--- config.mk ---
export PLATFORM = sky130hd
export DESIGN_NAME = sha_stream_adapter
export DESIGN_NICKNAME = d
export VERILOG_FILES = /design/src/rtl/sha_stream_adapter.sv
export SDC_FILE = /design/constraint.sdc
export NUM_CORES = 2
export LEC_CHECK = 0
export CAP_MARGIN = 20
export CORE_AREA = 2 2 310 312
export DETAILED_ROUTE_END_ITERATION = 6
export DIE_AREA = 0 0 312 314
export PLACE_DENSITY = 0.61
export SYNTH_ARGS = -nofsm -noshare
export SYNTH_HDL_FRONTEND = slang
export SYNTH_SLANG_ARGS = --single-unit
--- constraint.sdc ---
create_clock -name clk -period 2.75 [get_ports clk]
set_clock_uncertainty 0.2 [all_clocks]
set_input_delay 0.275 -clock clk [delete_from_list [all_inputs] [get_ports clk]]
set_output_delay 0.275 -clock clk [all_outputs]
set_load 0.01 [all_outputs]
--- src/rtl/sha_stream_adapter.sv ---
// Byte-stream adapter around the SHA top: packs NL input bytes into the message array,
// starts the core, captures the digest and streams it out MSB-byte first.
module sha_stream_adapter #(
    parameter int unsigned NL = 64,
    parameter int unsigned NK = 256
) (
    input  logic                 clk,
    input  logic                 rst,
    input  logic [7:0]           s_data,
    input  logic                 s_valid,
    output logic                 s_ready,
    output logic [NL-1:0][7:0]   core_data,
    output logic                 core_enable,
    input  logic [NK-1:0]        core_hash,
    input  logic                 core_ready,
    output logic [7:0]           m_data,
    output logic                 m_valid,
    input  logic                 m_ready,
    output logic                 m_last,
    output logic                 busy
);

    localparam int unsigned NB = NK / 8;
    localparam int unsigned WW = (NL > 1) ? $clog2(NL) : 1;
    localparam int unsigned RW = (NB > 1) ? $clog2(NB) : 1;
    localparam logic [WW-1:0] WLast = WW'(NL - 1);
    localparam logic [RW-1:0] RLast = RW'(NB - 1);

    typedef enum logic [1:0] {StFill, StStart, StWait, StDrain} state_t;

    state_t               state_q;
    logic [WW-1:0]        wr_ptr_q;
    logic [RW-1:0]        rd_ptr_q;
    logic [NL-1:0][7:0]   msg_q;
    logic [NK-1:0]        hash_q;

    always_ff @(posedge clk) begin
        if (!rst) begin
            state_q  <= StFill;
            wr_ptr_q <= '0;
            rd_ptr_q <= '0;
            msg_q    <= '0;
            hash_q   <= '0;
        end else begin
            unique case (state_q)
                StFill: begin
                    if (s_valid) begin
                        msg_q[wr_ptr_q] <= s_data;
                        if (wr_ptr_q == WLast) begin
                            wr_ptr_q <= '0;
                            state_q  <= StStart;
                        end else begin
                            wr_ptr_q <= wr_ptr_q + 1'b1;
                        end
                    end
                end
                // Ready seen here may be left over from the previous message.
                StStart: state_q <= StWait;
                StWait: begin
                    if (core_ready) begin
                        hash_q   <= core_hash;
                        rd_ptr_q <= '0;
                        state_q  <= StDrain;
                    end
                end
                StDrain: begin
                    if (m_ready) begin
                        if (rd_ptr_q == RLast) begin
                            rd_ptr_q <= '0;
                            state_q  <= StFill;
                        end else begin
                            rd_ptr_q <= rd_ptr_q + 1'b1;
                        end
                    end
                end
                default: state_q <= StFill;
            endcase
        end
    end

    // Outputs are pure state decodes, forced low while reset is applied.
    always_comb begin
        s_ready     = rst && (state_q == StFill);
        core_enable = rst && (state_q == StStart);
        m_valid     = rst && (state_q == StDrain);
        busy        = rst && (state_q != StFill);
        m_last      = m_valid && (rd_ptr_q == RLast);
        m_data      = hash_q[8 * (NB - 1 - int'(rd_ptr_q)) +: 8];
        core_data   = msg_q;
    end

endmodule
## Word level (Yosys, flattened, before mapping)

Index checks and enable logic that the tools add are counted.
W data, S select, Z words.

- Output and inout port bits: 525
- Bits in registers: 781
- Logic and storage cells: 111
- Input bits: 269

- Shifts and indexed selects: 1
- Reductions and logical operators: 13
- Equality and inequality tests: 10
- Add/subtract/negate cells: 3
- Muxes and demuxes: 14
- Magnitude comparators: 2

Operators with widths:

| operator | count |
|---|---|
| $bwmux W512 | 1 |
| $shiftx A256 B33 Y8 | 1 |
| $demux W8 S6 | 1 |
| $mux W5 | 3 |
| $mux W2 | 5 |
| $ne A2 B2 Y1 const B | 5 |
| $pmux W5 S2 | 1 |
| $mux W8 | 1 |
| $pmux W2 S4 | 1 |
| $lt A6 B7 Y1 const B | 1 |
| $add A6 B1 Y6 const B | 1 |
| $eq A6 B6 Y1 const B | 1 |
| $ge A6 B1 Y1 const B | 1 |
| $logic_and A1 B1 Y1 | 6 |
| $mux W6 | 1 |
| $sub A5 B5 Y6 const A | 1 |
| $add A5 B1 Y5 const B | 1 |
| $eq A5 B5 Y1 const B | 1 |
| $reduce_and A5 Y1 | 1 |
| $eq A2 B2 Y1 const B | 2 |
| $reduce_and A2 Y1 | 2 |
| $reduce_bool A2 Y1 | 2 |
| $reduce_and A3 Y1 | 1 |
| $eq A2 B1 Y1 const B | 1 |
| $logic_not A2 Y1 | 1 |

## Longest topological paths before layout

- Depth after elaboration: 5
- Depth in mapped cells: 10

## Least setup slack after synthesis

OpenSTA, ideal clock, no wires.

- Kind: flip-flop to flip-flop
- Start: register rd_ptr_q[2]
- End: register state_q[0]
- Cell stages (with the launch flop): 10
- Clock period less this slack: 2.408 ns
- Data arrival time: 2.077 ns
- Data required time: 2.419 ns
- Slack: 0.342 ns
- Path buffers: 3
- Path through: dfxtp_1 clkbuf_1 buf_2 buf_1 and3_1 ha_1 nor2b_1 or3_1 nor4_1 nor3_1

- Cells in the longest elaborated chain, start to end: 3

Ends and longest elaborated chain:

| what | line | RTL |
|---|---|---|
| start, declared | 33 | `logic [RW-1:0] rd_ptr_q;` |
| start signal, assigned | 72 | `rd_ptr_q <= rd_ptr_q + 1'b1;` |
| $eq A5 B5 Y1 | 68 | `if (rd_ptr_q == RLast) begin` |
| $ne A2 B2 Y1 (no source line) | - |  |
| $reduce_and A5 Y1 (no source line) | - |  |
| end signal, assigned | 63 | `state_q <= StDrain;` |
| end signal, assigned | 70 | `state_q <= StFill;` |
| end signal, assigned | 76 | `default: state_q <= StFill;` |
| end, declared | 31 | `state_t state_q;` |

No other way between the ends.
A chain may end at the register's enable or synchronous reset.

## Final worst setup path

- Start: register rd_ptr_q[0]
- End: output m_data[4]

- Cells in the longest elaborated chain, start to end: 2

Ends and longest elaborated chain:

| what | line | RTL |
|---|---|---|
| $sub A5 B5 Y6 | 88 | `m_data = hash_q[8 * (NB - 1 - int'(rd_ptr_q)) +: 8];` |
| $shiftx A256 B33 Y8 | 88 |  |
| end, declared | 16 | `output logic [7:0] m_data,` |

No other way between the ends.

==> flow_metrics.tcl <==
set metrics [dict create \
    path_class "reg2out" \
    num_antenna_cells 0 \
    max-clock-path-buffers 3 \
    track_usage_pct 23.5 \
    cts_tree "done" \
    max_freq_mhz 322 \
    synth_compound_area_share_pct 5.85 \
    synth_top_family_by_area "multiplexers" \
    grt_pass1_vias 25300 \
    synthAdderAreaFrac_pct 0.330 \
    max_slew_margin_pct 21.2 \
    drt_iter0_drc 2265 \
    area_growth_syn_to_layout_pct 51.7 \
    period_needed_ps 3100 \
    yosys.area_share.simple_pct 16.9 \
    yosys.cell_count.top_type "dfxtp_1" \
    power_density_mw_per_mm2 543 \
    tightestPinTransition_ps 1180 \
    drcViolationCount 0 \
    clkTransAtPathRegs_ps 60 \
    synth_edf_count 0 \
    crit_top_cell "buf_6" \
    nFillCells 8814 \
    r2r_setup_slack_ps 140 \
    grt_max_degree 218 \
    die_y_um 314 \
    netlist_area_mm2 0.0303 \
    ys_top_cells_by_area "dfxtp_1, mux2i_1, nor2_1" \
    cp_data_required_time_ps 2280 \
    die_w_um 312 \
    netlist.area_leader.share_pct 51.5 \
    p_leak_nw 16.8 \
    vias_per_cell 4.83 \
    avgSynthCellArea_um2 9.68 \
    async_flop_share_pct 0 \
    io_pins 794 \
    violations "setup timing" \
    ys_seq_area_share_pct 51.5 \
    htreeDepth 3 \
    synthXorXnorAreaFrac_pct 0.0289 \
    finalSetupViolations 9 \
    multi_input_area_mm2 0.0139 \
    wl_um 120000 \
    fin_crit_sh_pct 113 \
    regArea_mm2 0.0156 \
    setup_ws_ps -351 \
    drive_gt1_share_pct 11.8 \
    ys_top_cells_by_count "dfxtp_1, mux2i_1, nor2_1, nand2_1, a21oi_1" \
    grt_pass1_wl_um 173000 \
    outcome "complete, but fails checks" \
    ys_types 44 \
    hold_violations 0 \
    instances_no_fill 5470 \
    hp-start "core_hash[216]" \
    synth_cells 3135 \
    synth-seq-cells 781 \
    gp_routability_congestion 0.888 \
    cp-startpoint "rd_ptr_q[0]" \
    rows 113 \
    clock-sinks 781 \
    ir_worst_vdd_mv 0.430 \
    dpl_worst_slack_ps -446 \
    antenna_found_initial 2 \
    vias 26400 \
    crit_arrival_ps 2630 \
    endpoint_kind "output port" \
    start_util_pct 32.1 \
    rr_startpoint "rd_ptr_q[0]" \
    cp_max_fo 8 \
    dieArea_mm2 0.0980 \
    cts_buffers 88 \
    dpl.hpwl_um 87000 \
    synth_ff_type "dfxtp_1" \
    port_buffers 793 \
    worstSkewPairLatency_ps 680 \
    max_cap_viol_count 0 \
    synth_warnings 0 \
    syn_nets 3412 \
    dp_cells 5077 \
    synth.largest_area_cell "dfxtp_1" \
    grt_setup_unrepaired "true" \
    fin_total_pwr_mw 25.0 \
    routedWlPerCell_um 22.0 \
    max_stage_delay_ps 520 \
    startpoint_type "register" \
    drv_slew 0 \
    drt_first_pass_iters 5 \
    grt-ovfl-total 0 \
    muxShareOfSynthArea_pct 21.5 \
    final_antenna_net_count 0 \
    cp_cell_sequence "buf_6 -> buf_12 -> buf_12 -> buf_6 -> mux4_2 -> a22oi_2 -> a21oi_4 -> buf_6" \
    cts-root-buf "clkbuf_16" \
    nets 4412 \
    cp_slowest_cell "mux4_2" \
    core_mm2 0.0944 \
    hold_path.class "in2reg" \
]
==> cell families (layout without fill, tap and decap cells) <==
logic type,count (synthesis),count (layout)
buffers and inverters,269,1339
DFF,781,781
adders and majority gates,8,8
AOI/OAI and AO/OA,329,329
xor gates and xnor gates,1,1
and+or+nand+nor,1153,1153
muxes,594,594
==> where the power goes <==
group / leakage [nW] / total (mW) / internal, mW / switching [mW]
Sequential: 6.29 / 11.3 / 11.3 / 0.0139
Clock: 1.51 / 12.4 / 7.34 / 5.02
Combinational: 9.01 / 1.28 / 0.651 / 0.626
Total: 16.8 / 25.0 / 19.3 / 5.66
==> metal layers <==
layer | vias to the layer above | part of all wire [%] | track usage, % | wire (um)
met4 | 2 | 5.2 | 12.2 | 6210
met5 | - | 0.0058 | 0 | 7
met1 | 12800 | 40 | 27.8 | 47900
met3 | 225 | 6.7 | 5.57 | 8030
met2 | 896 | 48 | 39.8 | 58300
li1 | 12500 | - | - | -
==> placed cells by master (no fill, tap or decap), drive strengths merged, types with 5 or more instances in the layout <==
master	instances
clkdlybuf4s50	774
or4	16
dfxtp	781
inv	7
a22oi	9
a2111oi	7
bufinv	7
mux2i	547
o221ai	8
a21oi	279
clkinv	17
o22ai	7
nor2	522
or3	5
nand3b	6
mux4	47
dlygate4sd3	200
o21ai	7
ha	8
nor3	51
nand2	519
clkbuf	130
nor2b	6
nand3	8
a22o	7
buf	199
==> per-stage QoR <==
step	hold WS [ps]	cell area [um^2]	setup TNS [ps]	utilization (%)
after detailed placement	244	40200	-1960	42.6
final	48.6	46000	-2540	48.7
after global placement	240	40200	-2100	42.6
after CTS	0.172	45800	-3200	48.5
after global routing	17.1	46000	-3350	48.7
after floorplan	211	30300	0	-
==> final timing paths <==
kind / end / depth (start not counted)
worst max-delay path: m_data[4] / 8
worst min-delay path: hash_q[216] / 3
worst max register to register: rd_ptr_q[3] / 12
worst min register to register: hash_q[168] / 2
==> flip-flops by register name, summed over array words and instances (netlist names) <==
| name | cells |
|---|---|
| core_data | 512 |
| hash_q | 256 |
| rd_ptr_q | 5 |
| state_q | 2 |
| wr_ptr_q | 6 |
==> worst max-delay path: cells and delay by family, from the launching register on <==
kind	cells	cell delay, ps
flip-flops	1	450
AO/OA/AOI/OAI	2	330
buffers and inverters	5	670
multiplexers	1	520
==> what timing repair did <==
action | 4_1_cts | 5_1_grt
hold endpoints to repair | 338 | 0
cloned | 2 | 0
hold buffers | 200 | 0
setup buffers | 24 | 10
resized for setup | 101 | 30
endpoints found under the setup margin | 12 | 13
pin swaps | 18 | 13
==> layout make-up <==
cell class	instances	share of cell area [%]
clock inverter	31	0.981
multi-input combinational	2085	30.2
sequential	781	34.0
timing repair buffer	1176	25.6
inverter	3	0.0408
tap	1265	3.44
clock buffer	129	5.71
(Power assumes the default switching activity.)
